--- src/rtl/hazard_pkg.sv ---
// hazard_pkg: shared states, defaults and control vectors for the pipeline hazard controller
package hazard_pkg;
  typedef enum logic [1:0] {RUN, MEM_WAIT, ERROR} state_t;
  localparam int DEF_TIMEOUT = 64;
  localparam int DEF_CNT_W = 16;
  typedef struct packed {
    logic pc_write;
    logic ifid_write;
    logic ifid_flush;
    logic idex_stall;
    logic idex_bubble;
    logic exmem_stall;
  } ctrl_t;
  localparam ctrl_t FREEZE = '{pc_write: 1'b0, ifid_write: 1'b0, ifid_flush: 1'b0,
                               idex_stall: 1'b1, idex_bubble: 1'b0, exmem_stall: 1'b1};
  localparam ctrl_t RESET_CTRL = '{pc_write: 1'b0, ifid_write: 1'b0, ifid_flush: 1'b1,
                                   idex_stall: 1'b0, idex_bubble: 1'b1, exmem_stall: 1'b0};
  function automatic ctrl_t run_ctrl(input logic lu, input logic br);
    ctrl_t c;
    c = '0;
    c.pc_write = ~lu;
    c.ifid_write = ~lu;
    c.idex_bubble = lu;
    c.ifid_flush = ~lu & br;
    return c;
  endfunction
endpackage

--- src/rtl/hazard_ctrl_sat_counter.sv ---
// sat_counter: up counter that sticks at all-ones, cleared by async reset
module sat_counter #(
  parameter int W = 16
) (
  input  logic         clk_i,
  input  logic         rst_i,
  input  logic         inc_i,
  output logic [W-1:0] cnt_o
);
  // count events until saturation
  always_ff @(posedge clk_i or posedge rst_i)
    if (rst_i) cnt_o <= '0;
    else if (inc_i && ~&cnt_o) cnt_o <= cnt_o + W'(1);
endmodule

--- src/rtl/hazard_ctrl.sv ---
// hazard_ctrl: load-use, branch-flush and memory-wait pipeline control with perf counters
module hazard_ctrl import hazard_pkg::*; #(
  parameter int TIMEOUT = DEF_TIMEOUT,
  parameter int CNT_W = DEF_CNT_W
) (
  input  logic             clk_i,
  input  logic             rst_i,
  input  logic             IDEX_MemRead_i,
  input  logic [4:0]       IDEX_Rt_i,
  input  logic [4:0]       IFID_Rs_i,
  input  logic [4:0]       IFID_Rt_i,
  input  logic             BranchTaken_i,
  input  logic             MemReq_i,
  input  logic             MemReady_i,
  output logic             PCWrite_o,
  output logic             IFIDWrite_o,
  output logic             IFIDFlush_o,
  output logic             IDEXStall_o,
  output logic             IDEXBubble_o,
  output logic             EXMEMStall_o,
  output logic             Error_o,
  output logic [CNT_W-1:0] StallCnt_o,
  output logic [CNT_W-1:0] FlushCnt_o
);
  localparam int WW = $clog2(TIMEOUT + 1);
  state_t state, state_nxt;
  logic [WW-1:0] wcnt, wcnt_nxt;
  ctrl_t ctrl, ctrl_out;
  logic memwait, loaduse;
  assign memwait = MemReq_i & ~MemReady_i;
  assign loaduse = IDEX_MemRead_i & (IDEX_Rt_i != 5'd0) &
                   ((IDEX_Rt_i == IFID_Rs_i) | (IDEX_Rt_i == IFID_Rt_i));
  // state, wait counter and sticky error registers
  always_ff @(posedge clk_i or posedge rst_i)
    if (rst_i) begin
      state <= RUN;
      wcnt <= '0;
      Error_o <= 1'b0;
    end else begin
      state <= state_nxt;
      wcnt <= wcnt_nxt;
      Error_o <= state_nxt == ERROR;
    end
  // next state and pipeline controls
  always_comb begin
    ctrl = FREEZE;
    state_nxt = state;
    wcnt_nxt = wcnt;
    case (state)
      RUN:
        if (memwait) begin
          state_nxt = MEM_WAIT;
          wcnt_nxt = WW'(1);
        end else ctrl = run_ctrl(loaduse, BranchTaken_i);
      MEM_WAIT:
        if (MemReady_i) begin
          ctrl = run_ctrl(loaduse, BranchTaken_i);
          state_nxt = RUN;
          wcnt_nxt = '0;
        end else if (wcnt == WW'(TIMEOUT)) state_nxt = ERROR;
        else wcnt_nxt = wcnt + WW'(1);
      default: ;
    endcase
  end
  assign ctrl_out = rst_i ? RESET_CTRL : ctrl;
  assign PCWrite_o = ctrl_out.pc_write;
  assign IFIDWrite_o = ctrl_out.ifid_write;
  assign IFIDFlush_o = ctrl_out.ifid_flush;
  assign IDEXStall_o = ctrl_out.idex_stall;
  assign IDEXBubble_o = ctrl_out.idex_bubble;
  assign EXMEMStall_o = ctrl_out.exmem_stall;
  sat_counter #(.W(CNT_W)) u_stall_cnt (
    .clk_i(clk_i), .rst_i(rst_i), .inc_i(~ctrl_out.pc_write), .cnt_o(StallCnt_o)
  );
  sat_counter #(.W(CNT_W)) u_flush_cnt (
    .clk_i(clk_i), .rst_i(rst_i), .inc_i(ctrl_out.ifid_flush), .cnt_o(FlushCnt_o)
  );
endmodule

--- config.mk ---
export PLATFORM = sky130hd
export DESIGN_NAME = hazard_ctrl
export DESIGN_NICKNAME = d
export VERILOG_FILES = /design/src/rtl/hazard_pkg.sv /design/src/rtl/hazard_ctrl_sat_counter.sv /design/src/rtl/hazard_ctrl.sv
export SDC_FILE = /design/constraint.sdc
export NUM_CORES = 1
export LEC_CHECK = 0
export ABC_AREA = 0
export BUFFER_PORTS_ARGS = -buffer_cell sky130_fd_sc_hd__buf_2
export CAP_MARGIN = 20
export CORE_UTILIZATION = 29
export DETAILED_ROUTE_END_ITERATION = 7
export PLACE_DENSITY = 0.47
export SLEW_MARGIN = 20
export SYNTH_ARGS = -nofsm -noshare
export SYNTH_HDL_FRONTEND = slang
export SYNTH_SLANG_ARGS = --single-unit
--- constraint.sdc ---
create_clock -name clk_i -period 3.6 [get_ports clk_i]
set_clock_uncertainty 0.15 [all_clocks]
set_input_delay 0.72 -clock clk_i [delete_from_list [all_inputs] [get_ports clk_i]]
set_output_delay 0.72 -clock clk_i [all_outputs]
set_load 0.01 [all_outputs]
### Yosys cells after proc, flatten, opt, wreduce, memory -nomap -nowiden

Cells that the tools add are included.

| word-level totals | value |
|---|---|
| bits in writable memories | 0 |
| memories | 0 |
| logic and storage cells | 45 |
| bits of input ports | 21 |
| ROM bits | 0 |
| output and inout bits | 39 |
| latch bits | 0 |
| bits in registers | 42 |

| operators by class | value |
|---|---|
| order comparisons | 0 |
| bitwise logic cells | 8 |
| mux-type cells | 12 |
| $mul | 0 |
| shift operators | 0 |
| add/sub/neg operators | 3 |
| eq/ne operators | 7 |
| div/mod/pow operators | 0 |
| reduce and logical (&&, ||, !) cells | 10 |

Operators by type and width:

| cell | count |
|---|---|
| $add 16x1->16 const B | 2 |
| $reduce_and 16->1 | 2 |
| $mux 7 | 3 |
| $mux 6 | 3 |
| $pmux 7 s2 | 1 |
| $pmux 6 s2 | 1 |
| $eq 5x5->1 | 2 |
| $add 7x1->7 const B | 1 |
| $eq 7x7->1 const B | 1 |
| $mux 2 | 3 |
| $reduce_bool 5->1 | 1 |
| $and 1x1->1 | 4 |
| $pmux 2 s2 | 1 |
| $ne 3x3->1 const B | 1 |
| $not 1->1 | 3 |
| $reduce_and 3->1 | 1 |
| $eq 2x1->1 const B | 1 |
| $eq 2x2->1 const B | 1 |
| $logic_and 1x1->1 | 2 |
| $logic_not 1->1 | 2 |
| $logic_not 2->1 | 1 |
| $ne 2x2->1 const B | 1 |
| $reduce_bool 2->1 | 1 |
| $or 1x1->1 | 1 |

### Depth between registers and ports, before layout

Gate-level depths: netlist of run 1.

| logic depth | value |
|---|---|
| depth after elaboration | 10 |
| mapped depth | 9 |
| depth with buffers taken out | 8 |

### Hierarchy

From an unflattened synthesis of run 1, not the netlist that was laid out.

| unflattened totals | value |
|---|---|
| cells, all modules | 240 |
| area total of the unflattened synthesis | 2437.3 sq um |

By module, submodules not included:

| module | seq. area each (sq um) | times used | cells each | area each (sq um) |
|---|---|---|---|---|
| sat_counter | 400.4 | 2 | 73 | 798.3 |
| hazard_ctrl | 250.2 | 1 | 94 | 840.8 |

### Worst setup path after synthesis of run 1

Ideal clock, no wire load.

| timing | value |
|---|---|
| kind | input -> output |
| start point | input rst_i |
| end point | output PCWrite_o |
| path buffers | 2 |
| stages | 6 |
| arrival time | 2422 ps |
| required time | 2730 ps |
| setup slack | 308 ps |
| path through | inv_1 and3_1 o21ai_2 inv_2 buf_6 buf_4 |

| between the ends | value |
|---|---|
| cells in the longest elaborated chain, start to end | 1 |

RTL lines:

| element | RTL line | source |
|---|---|---|
| from (decl) | hazard_ctrl.sv:7 | `input logic rst_i,` |
| $mux 6 | hazard_ctrl.sv:65 | `assign ctrl_out = rst_i ? RESET_CTRL : ctrl;` |
| to (decl) | hazard_ctrl.sv:15 | `output logic PCWrite_o,` |

No other way between the ends.

### Final worst setup path of run 1

| timing | value |
|---|---|
| start point | input IDEX_Rt_i[1] |
| end point | output PCWrite_o |

| between the ends | value |
|---|---|
| cells in the longest elaborated chain, start to end | 7 |
| elaborated cells on any way between the ends | 11 |
| classes of those cells | eq/ne (2); mux (4); bitwise (4); reduce/logical (1) |

RTL lines:

| element | RTL line | source |
|---|---|---|
| from (decl) | hazard_ctrl.sv:9 | `input logic [4:0] IDEX_Rt_i,` |
| $eq 5x5->1 / $reduce_bool 5->1 (equally long branches) | hazard_ctrl.sv:32, hazard_ctrl.sv:31 |  |
| $or 1x1->1 / $and 1x1->1 (equally long branches) | hazard_ctrl.sv:32, hazard_ctrl.sv:31 |  |
| $and 1x1->1 * | hazard_ctrl.sv:31 | `assign loaduse = IDEX_MemRead_i & (IDEX_Rt_i != 5'd0) &` |
| $not 1->1 * | hazard_pkg.sv:21 | `c.pc_write = ~lu;` |
| $mux 6, on equally long branches | hazard_ctrl.sv:56, hazard_ctrl.sv:51 |  |
| $pmux 6 s2 * | hazard_ctrl.sv:49 | `case (state)` |
| $mux 6 * | hazard_ctrl.sv:65 |  |

Every way passes the cells marked *; elsewhere a longest branch is shown, timed or not.

==> results.ini, run 1 <==
[status]
outcome = complete, no violations

[power]
ir_drop_v = 0.000152
seq_power_share_pct = 46.4
netSwitchingPower_mw = 0.535
power_mw = 1.53
switching_share_pct = 34.9
p_int_mw = 0.996
p_comb_share_pct = 29.1
leakage_nw = 1.26
p_clk_share_pct = 24.5
pwr_density_cell_nw_per_um2 = 546

[final_layout]
ff_latch_area_um2 = 1050
fillers = 798
syn2layout_area_growth_pct = 21.7
n_antenna_cell = 0
fin_nets = 310
multi_input_area_um2 = 1170
drive_gt1_share_pct = 31.5

[sta]
tightest_slew_ns = 0.559
fmax_mhz = 335
whs_ns = 0.341
tns_ns = 0
rsz0062_at_grt = no
fin_crit_sh_pct = 82.8
maxSlewHeadroom_pct = 62.7
final_hold_viol_count = 0
final.min_clock_period_ns = 2.98
setup_viol = 0
slew_violations = 0

[die]
io_pins = 60
rows = 32
die_area_um2 = 8310
die_x_um = 91.1
start_util_pct = 30.0
coreArea_um2 = 7690
die_h_um = 91.1

[clock_network]
insertion_delay_ns = 0.29
htreeDepth = 2
cts_hold_buf = 0
max-clock-path-buffers = 2
cts_made_buffers = 5
cts-root-buf = clkbuf_8
path_clk_slew_ns = 0.09
cts_sinks = 42
cts_resized = 0
cts_tree = built
post_cts_buffers = 0

[yosys]
synth_nets = 248
yosys.area.top_type = dfrtp_1
synth_edf_count = 0
syn-cell-area_um2 = 2300
synth_cell_types = 44
synth_most_common_cell = dfrtp_1
ys_warn_count = 0
async_reset_ff_share_pct = 100
synth_top_cells_by_count = 42 x dfrtp_1, 22 x xor2_1, 16 x nor2_1, 16 x xnor2_1, 15 x nand3_1
synth_area_leaders = dfrtp_1 46%, xor2_1 8.4%, xnor2_1 6.1%, nor3_2 3.9%, nand3_1 3.3%
avgSynthCellArea_um2 = 10.3
synth_ff_type = dfrtp_1
yosys.area.top_type_share_pct = 45.6
synth_seq_cells = 42
ys_seq_area_share_pct = 45.6
synthCells = 223

[place]
gp_congestion = 0.738
dp_hpwl_um = 3610
portBuffers = 59

[grt]
first_global_vias = 1748
grt_antenna_before_repair = 0
grt_pass1_wl_um = 8410
grt_max_degree = 45
grt_usage_pct = 12.5
grt_overflow = 0

[critical_path]
crit_top_cell = buf_2
worstSetupPathType = in2out
crit_required_ns = 2.73
worstPathArrival_ns = 2.11
start_kind = input port
worst_setup_path_end_kind = output port
cp_slowest_stage_delay_ns = 0.55
cp_slowest_cell = or4_4
path_cells = buf_2 -> or4_4 -> o21ai_4 -> o21ai_2 -> inv_2 -> buf_2
cp_max_fo = 15

[route]
firstDrtPassIters = 4
first_iter_violations = 60
avgRoutedWirePerCell_um = 12.6
totalWireLength_um = 4890
vias_per_cell = 4.60
ant_nets = 0
vias = 1785
drc = 0

[min_path]
hold_class = reg2reg

[flow_run]
maxCapViolCount = 0

-- worst max-delay path, delay by kind of cell --
family	cells	cell delay [ns]
simple gates	1	0.55
compound gates	2	0.26
buf+inv	3	0.58
-- path summary, 6_finish.rpt --
| path | startpoint | endpoint | slack [ns] | depth (start not counted) |
|---|---|---|---|---|
| max | IDEX_Rt_i[1] | PCWrite_o | 0.62 | 6 |
| min | u_stall_cnt.cnt_o[9] | u_stall_cnt.cnt_o[9] | 0.34 | 1 |
| max reg2reg | u_flush_cnt.cnt_o[0] | u_flush_cnt.cnt_o[1] | 1.47 | 6 |
| min reg2reg | u_stall_cnt.cnt_o[9] | u_stall_cnt.cnt_o[9] | 0.34 | 1 |
| max in group asynchronous | rst_i | u_stall_cnt.cnt_o[3] | 2.45 | 3 |
| min in group asynchronous | rst_i | u_flush_cnt.cnt_o[13] | 0.47 | 3 |
-- sequential cells by signal (all words and copies together), names as in the netlist --
name               flops
u_flush_cnt.cnt_o     16
wcnt                   7
Error_o                1
state                  2
u_stall_cnt.cnt_o     16
-- layout by cell type, fill, tap and decap left out, types with 2 or more instances in the layout --
| cell | synthesis | final |
|---|---|---|
| o21ai_0 | 11 | 11 |
| inv_1 | 9 | 8 |
| dfrtp_1 | 42 | 42 |
| mux2_2 | 2 | 2 |
| nand2b_1 | 2 | 2 |
| clkbuf_8 | 0 | 5 |
| nand3_1 | 15 | 15 |
| a31oi_1 | 2 | 2 |
| buf_2 | 0 | 59 |
| a21oi_1 | 3 | 3 |
| nor3_1 | 2 | 2 |
| xnor2_1 | 16 | 16 |
| nor2_1 | 16 | 16 |
| xor2_1 | 22 | 22 |
| o31ai_1 | 3 | 3 |
| and2_1 | 3 | 3 |
| nor3b_1 | 2 | 2 |
| and3_1 | 8 | 8 |
| nor3_2 | 9 | 9 |
| ha_1 | 4 | 4 |
| nor2b_1 | 3 | 3 |
| nand4_1 | 10 | 10 |
| nand2_1 | 14 | 14 |
-- power groups by stage --
stage / combinational (mW) / sequential, mW / clock [mW]
6_report: 0.445 / 0.711 / 0.375
5_1_grt: 0.500 / 0.735 / 0.405
4_1_cts: 0.455 / 0.713 / 0.394
3_5_place_dp: 0.454 / 0.723 / 0
3_3_place_gp: 0.451 / 0.721 / 0
2_1_floorplan: 0.250 / 0.745 / 0
-- routing by layer --
metal  global-route usage [%]  part of all wire [%]
met3                     3.02                   3.6
met1                     16.1                    46
met4                     3.17                  0.49
met2                     21.0                    49
met5                        0                     0
-- stage by stage --
step / utilization, % / worst slack [ns] / std cells / cell area [um^2]
floorplan: - / 0.308 / 223 / 2300
global placement: 35.0 / 0.629 / 380 / 2690
detailed placement: 35.0 / 0.613 / 380 / 2690
CTS: 36.5 / 0.613 / 388 / 2800
global route: 36.5 / 0.556 / 388 / 2800
finish: 36.5 / 0.618 / 388 / 2800
-- kinds of logic after synthesis --
logic type	synth area share, %
and+or+nand+nor	23.6
DFF	45.6
xor gates and xnor gates	14.4
AOI/OAI and AO/OA	8.74
buffers and inverters	3.42
muxes	2.06
adders and majority gates	2.17
-- layout make-up --
type | instances | area share [%]
Tap cell | 102 | 4.55
Inverter | 10 | 1.34
Timing Repair Buffer | 60 | 10.8
Multi-Input combinational cell | 166 | 41.9
Clock inverter | 2 | 1.34
Clock buffer | 6 | 2.59
Sequential cell | 42 | 37.5
Note: power is estimated with default switching activity, not from simulation.
==> inputs of run 2 (changes only) <==
==> constraint.sdc (replaced) <==
create_clock -name clk_i -period 2.8 [get_ports clk_i]
set_clock_uncertainty 0.15 [all_clocks]
set_input_delay 0.56 -clock clk_i [delete_from_list [all_inputs] [get_ports clk_i]]
set_output_delay 0.56 -clock clk_i [all_outputs]
set_load 0.01 [all_outputs]
==> run 2 against run 1 <==
  * Setup slack got worse by 0.33 ns
  * Sequential power increased by 29%
  * Cell count increased by 0.77%
  * Count of clock-buffer cells in the layout unchanged
  * Largest cell class unchanged
  * Largest power group unchanged
  * Highest routed layer unchanged
==> results.ini, run 2 (synthesis results as in run 1) <==
[place]
placed_area_um2 = 2720
portBuffers = 59
dp_hpwl_um = 3680
gp_congestion = 0.753
placedCellCount = 383
pre_cts_ws_ns = 0.278

[final_layout]
finalInstanceArea_um2 = 2830
reg_top3 = u_flush_cnt.cnt_o x16, u_stall_cnt.cnt_o x16, wcnt x7
drive_gt1_share_pct = 32.5
ff_latch_area_um2 = 1050
n_antenna_cell = 0
final_cell_mix = 59 x buf_2, 42 x dfrtp_1, 22 x xor2_1
instances_no_fill = 391
final_common_cell = buf_2
syn2layout_area_growth_pct = 22.8
fin_nets = 313
utilization_pct = 36.8
multi_input_area_um2 = 1170
fillers = 808

[grt]
grt_busiest_layer = met2
grt_overflow = 0
grt_pass1_wl_um = 8690
grt_antenna_before_repair = 0
first_global_vias = 1831
use_met1_pct = 16.2
grt_use_met3_pct = 3.10
met2_usage_pct = 22.5
grt_usage_pct = 13.1
grt_max_degree = 43

[die]
die_area_um2 = 8310
die_x_um = 91.1
rows = 32
io_pins = 60
die_h_um = 91.1
coreArea_um2 = 7690
start_util_pct = 30.0

[flow_run]
maxCapViolCount = 0

[power]
pwr_density_cell_nw_per_um2 = 703
netSwitchingPower_mw = 0.704
switching_share_pct = 35.4
p_comb_share_pct = 29.5
leakage_nw = 1.27
p_int_mw = 1.29
ir_drop_v = 0.000238
power_mw = 1.99
p_clk_share_pct = 24.5
seq_power_share_pct = 46.0

[critical_path]
worst_setup_path_end_kind = output port
worstPathArrival_ns = 1.80
reg2reg_depth = 6
worstSetupPathType = in2out
start_kind = input port
cp_max_fo = 7
crit_required_ns = 2.09

[route]
first_iter_violations = 55
ant_nets = 0
vias = 1832
vias_per_cell = 4.69
avgRoutedWirePerCell_um = 12.8
drc = 0
firstDrtPassIters = 4
totalWireLength_um = 5020

[sta]
whs_ns = 0.334
slew_violations = 0
setup_viol = 0
rsz0062_at_grt = no
fmax_mhz = 398
final.min_clock_period_ns = 2.51
final_hold_viol_count = 0
tightest_slew_ns = 0.543
setup_ws_ns = 0.290
maxSlewHeadroom_pct = 63.8
tns_ns = 0
fin_crit_sh_pct = 89.6

[clock_network]
cts_sinks = 42
htreeDepth = 2
cts-root-buf = clkbuf_8
insertion_delay_ns = 0.29
cts_made_buffers = 5
cts_hold_buf = 0
path_clk_slew_ns = 0.09
post_cts_buffers = 0
cts_resized = 0
max-clock-path-buffers = 2
cts_tree = built

[min_path]
hold_class = in2async

[status]
outcome = complete, no violations

-- run 2: cell types whose count changed in the layout (fill, tap and decap cells not counted), sizes merged --
cell      previous run  this run
clkinv               1         0
buf                 60        63
clkinvlp             1         2
-- run 2: layout make-up --
class                   count  share of cell area (%)
multi-input cells         166                    41.5
flip-flops and latches     42                    37.1
repair buffers             63                    11.5
well taps                 102                    4.51
clock buffers               6                    2.56
inverters                  10                    1.46
clock inverters             2                    1.33
-- run 2: layer usage --
metal / part of all wire, % / vias up / wire (um)
li1: - / 910 / -
met2: 48 / 27 / 2440
met4: 1.0 / 0 / 51
met5: 0 / - / 0
met1: 47 / 890 / 2340
met3: 3.8 / 5 / 192
-- run 2: worst max-delay path, stage by stage --
cell     delay (ns)
buf_2          0.12
or4_4          0.55
o21ai_4        0.18
o21ai_2        0.10
inv_2          0.14
buf_2          0.15
-- run 2: power groups by stage --
stage                     Sequential (mW)  Combinational (mW)  Clock, mW
after floorplan                     0.958               0.321          0
after global placement              0.928               0.589          0
after detailed placement            0.929               0.595          0
after CTS                           0.917               0.598      0.507
after global routing                0.944               0.661      0.533
final                               0.915               0.587      0.487
-- run 2: final timing paths --
check                                     start              endpoint  slack [ns]
setup / recovery                   IDEX_Rt_i[1]           IFIDWrite_o        0.29
hold / removal                            rst_i               wcnt[4]        0.33
setup reg to reg           u_flush_cnt.cnt_o[1]  u_flush_cnt.cnt_o[1]        0.64
hold reg to reg            u_stall_cnt.cnt_o[4]  u_stall_cnt.cnt_o[4]        0.33
max in group asynchronous                 rst_i               wcnt[1]        1.80
min in group clk_i         u_stall_cnt.cnt_o[4]  u_stall_cnt.cnt_o[4]        0.33
==> inputs of run 3 (changes only) <==
--- a/config.mk
+++ b/config.mk
@@ -6,7 +6,7 @@
 export NUM_CORES = 1
 export LEC_CHECK = 0
 export ABC_AREA = 0
-export BUFFER_PORTS_ARGS = -buffer_cell sky130_fd_sc_hd__buf_2
+export BUFFER_PORTS_ARGS = -buffer_cell sky130_fd_sc_hd__buf_4
 export CAP_MARGIN = 20
 export CORE_UTILIZATION = 29
 export DETAILED_ROUTE_END_ITERATION = 7
==> run 3 against run 2 <==
  * Count of clock-buffer cells in the layout rose by 1
  * Sequential share of layout area fell by 1.8 points
  * Wire length rose by 0.50%
  * Global-route usage rose by 0.18 points
  * Non-clock buffer count did not move
  * Combinational power rose by 13%
  * Critical path depth did not move
  * Critical path type unchanged
  * Clock power fell by 1%
  * Sequential cell count did not move
  * Sequential power rose by 0.4%
  * Largest cell class unchanged
  * Maximum frequency rose by 0.32%
==> results.ini, run 3 (synthesis results as in run 1) <==
[final_layout]
finalInstanceArea_um2 = 2970
n_antenna_cell = 0
final_cell_mix = 63 x buf_4, 42 x dfrtp_1, 22 x xor2_1
final_common_cell = buf_4
syn2layout_area_growth_pct = 29.0
utilization_pct = 38.7
instances_no_fill = 391
reg_top3 = u_flush_cnt.cnt_o x16, u_stall_cnt.cnt_o x16, wcnt x7
fin_nets = 313
drive_gt1_share_pct = 32.2

[status]
outcome = complete, no violations

[sta]
whs_ns = 0.329
final.min_clock_period_ns = 2.50
fin_crit_sh_pct = 89.4
setup_ws_ns = 0.298
tns_ns = 0
fmax_mhz = 400
slew_violations = 0
maxSlewHeadroom_pct = 63.6
tightest_slew_ns = 0.545
setup_viol = 0
final_hold_viol_count = 0
rsz0062_at_grt = no

[critical_path]
worstSetupPathType = in2out
worst_setup_path_end_kind = output port
worstPathArrival_ns = 1.79
cp_slowest_cell = or4_4
start_kind = input port
critPathBufInv = 2
r2r_start = u_flush_cnt.cnt_o[0]
cp_slowest_stage_delay_ns = 0.54
cp_max_fo = 3
crit_top_cell = buf_4
path_cells = buf_4 -> or4_4 -> o21ai_4 -> nor2_1 -> o21ai_0 -> buf_4
reg2reg_depth = 6
rrSetupSlack_ns = 0.65
r2r_end = u_flush_cnt.cnt_o[1]
critPathTopFamily = simple AND/OR/NAND/NOR gates
crit_required_ns = 2.09

[clock_network]
cts-root-buf = clkbuf_8
htreeDepth = 2
cts_made_buffers = 5
post_cts_buffers = 0
max-clock-path-buffers = 2
insertion_delay_ns = 0.29
cts_tree = built
cts_resized = 0
path_clk_slew_ns = 0.08
cts_sinks = 42
cts_hold_buf = 0

[route]
vias = 1793
drc = 0
vias_per_cell = 4.59
totalWireLength_um = 5050
avgRoutedWirePerCell_um = 12.9
firstDrtPassIters = 4
first_iter_violations = 36
ant_nets = 0

[grt]
grt_usage_pct = 13.3
first_global_vias = 1813
grt_overflow = 0
grt_pass1_wl_um = 8770
grt_antenna_before_repair = 0
grt_max_degree = 43

[die]
die_area_um2 = 8310
rows = 32
coreArea_um2 = 7690
io_pins = 60
start_util_pct = 30.0
die_x_um = 91.1
die_h_um = 91.1

[power]
pwr_density_cell_nw_per_um2 = 693
ir_drop_v = 0.000255
leakage_nw = 1.31
power_mw = 2.06

[place]
dp_hpwl_um = 3700
gp_congestion = 0.714
placed_area_um2 = 2870
placedCellCount = 383
pre_cts_ws_ns = 0.276
portBuffers = 59

[flow_run]
maxCapViolCount = 0

[min_path]
hold_class = in2async

run 3: changes by cell type in the layout (fill, tap and decap cells not counted), sizes merged:
cell,change
clkbuf,+1
clkinvlp,-1
run 3: how the worst max path moves through the flow:
| stage | start | endpoint | cells after the start |
|---|---|---|---|
| floorplan | rst_i | PCWrite_o | 6 |
| finish | IDEX_Rt_i[1] | IFIDFlush_o | 6 |
| global route | IDEX_Rt_i[1] | IFIDFlush_o | 6 |
| global placement | IDEX_Rt_i[1] | IFIDFlush_o | 6 |
| CTS | IDEX_Rt_i[1] | IFIDFlush_o | 6 |
| detailed placement | IDEX_Rt_i[1] | IFIDFlush_o | 6 |
run 3: where the power goes:
part	switching [mW]	internal, mW	leakage (nW)
registers	0.177	0.742	0.525
logic	0.309	0.352	0.734
clock network	0.214	0.267	0.0524
run 3: final cells by class:
| class | count | area, um^2 |
|---|---|---|
| Multi-Input combinational cell | 166 | 1170 |
| Inverter | 10 | 41.3 |
| Sequential cell | 42 | 1050 |
| Clock inverter | 1 | 30.0 |
| Fill cell | 813 | 4710 |
| Timing Repair Buffer | 63 | 473 |
| Tap cell | 102 | 128 |
| Clock buffer | 7 | 76.3 |
run 3: layer usage:
layer	GRT usage (%)	routed length, um	part of all wire (%)
met5	0	0	0
met2	21.7	2370	47
met3	4.19	241	4.8
met1	16.9	2410	48
met4	3.57	30	0.59
run 3: tightest hold or removal path: stages:
cell and delay, ns:
buf_4 0.13, clkinvlp_4 0.08, buf_4 0.46
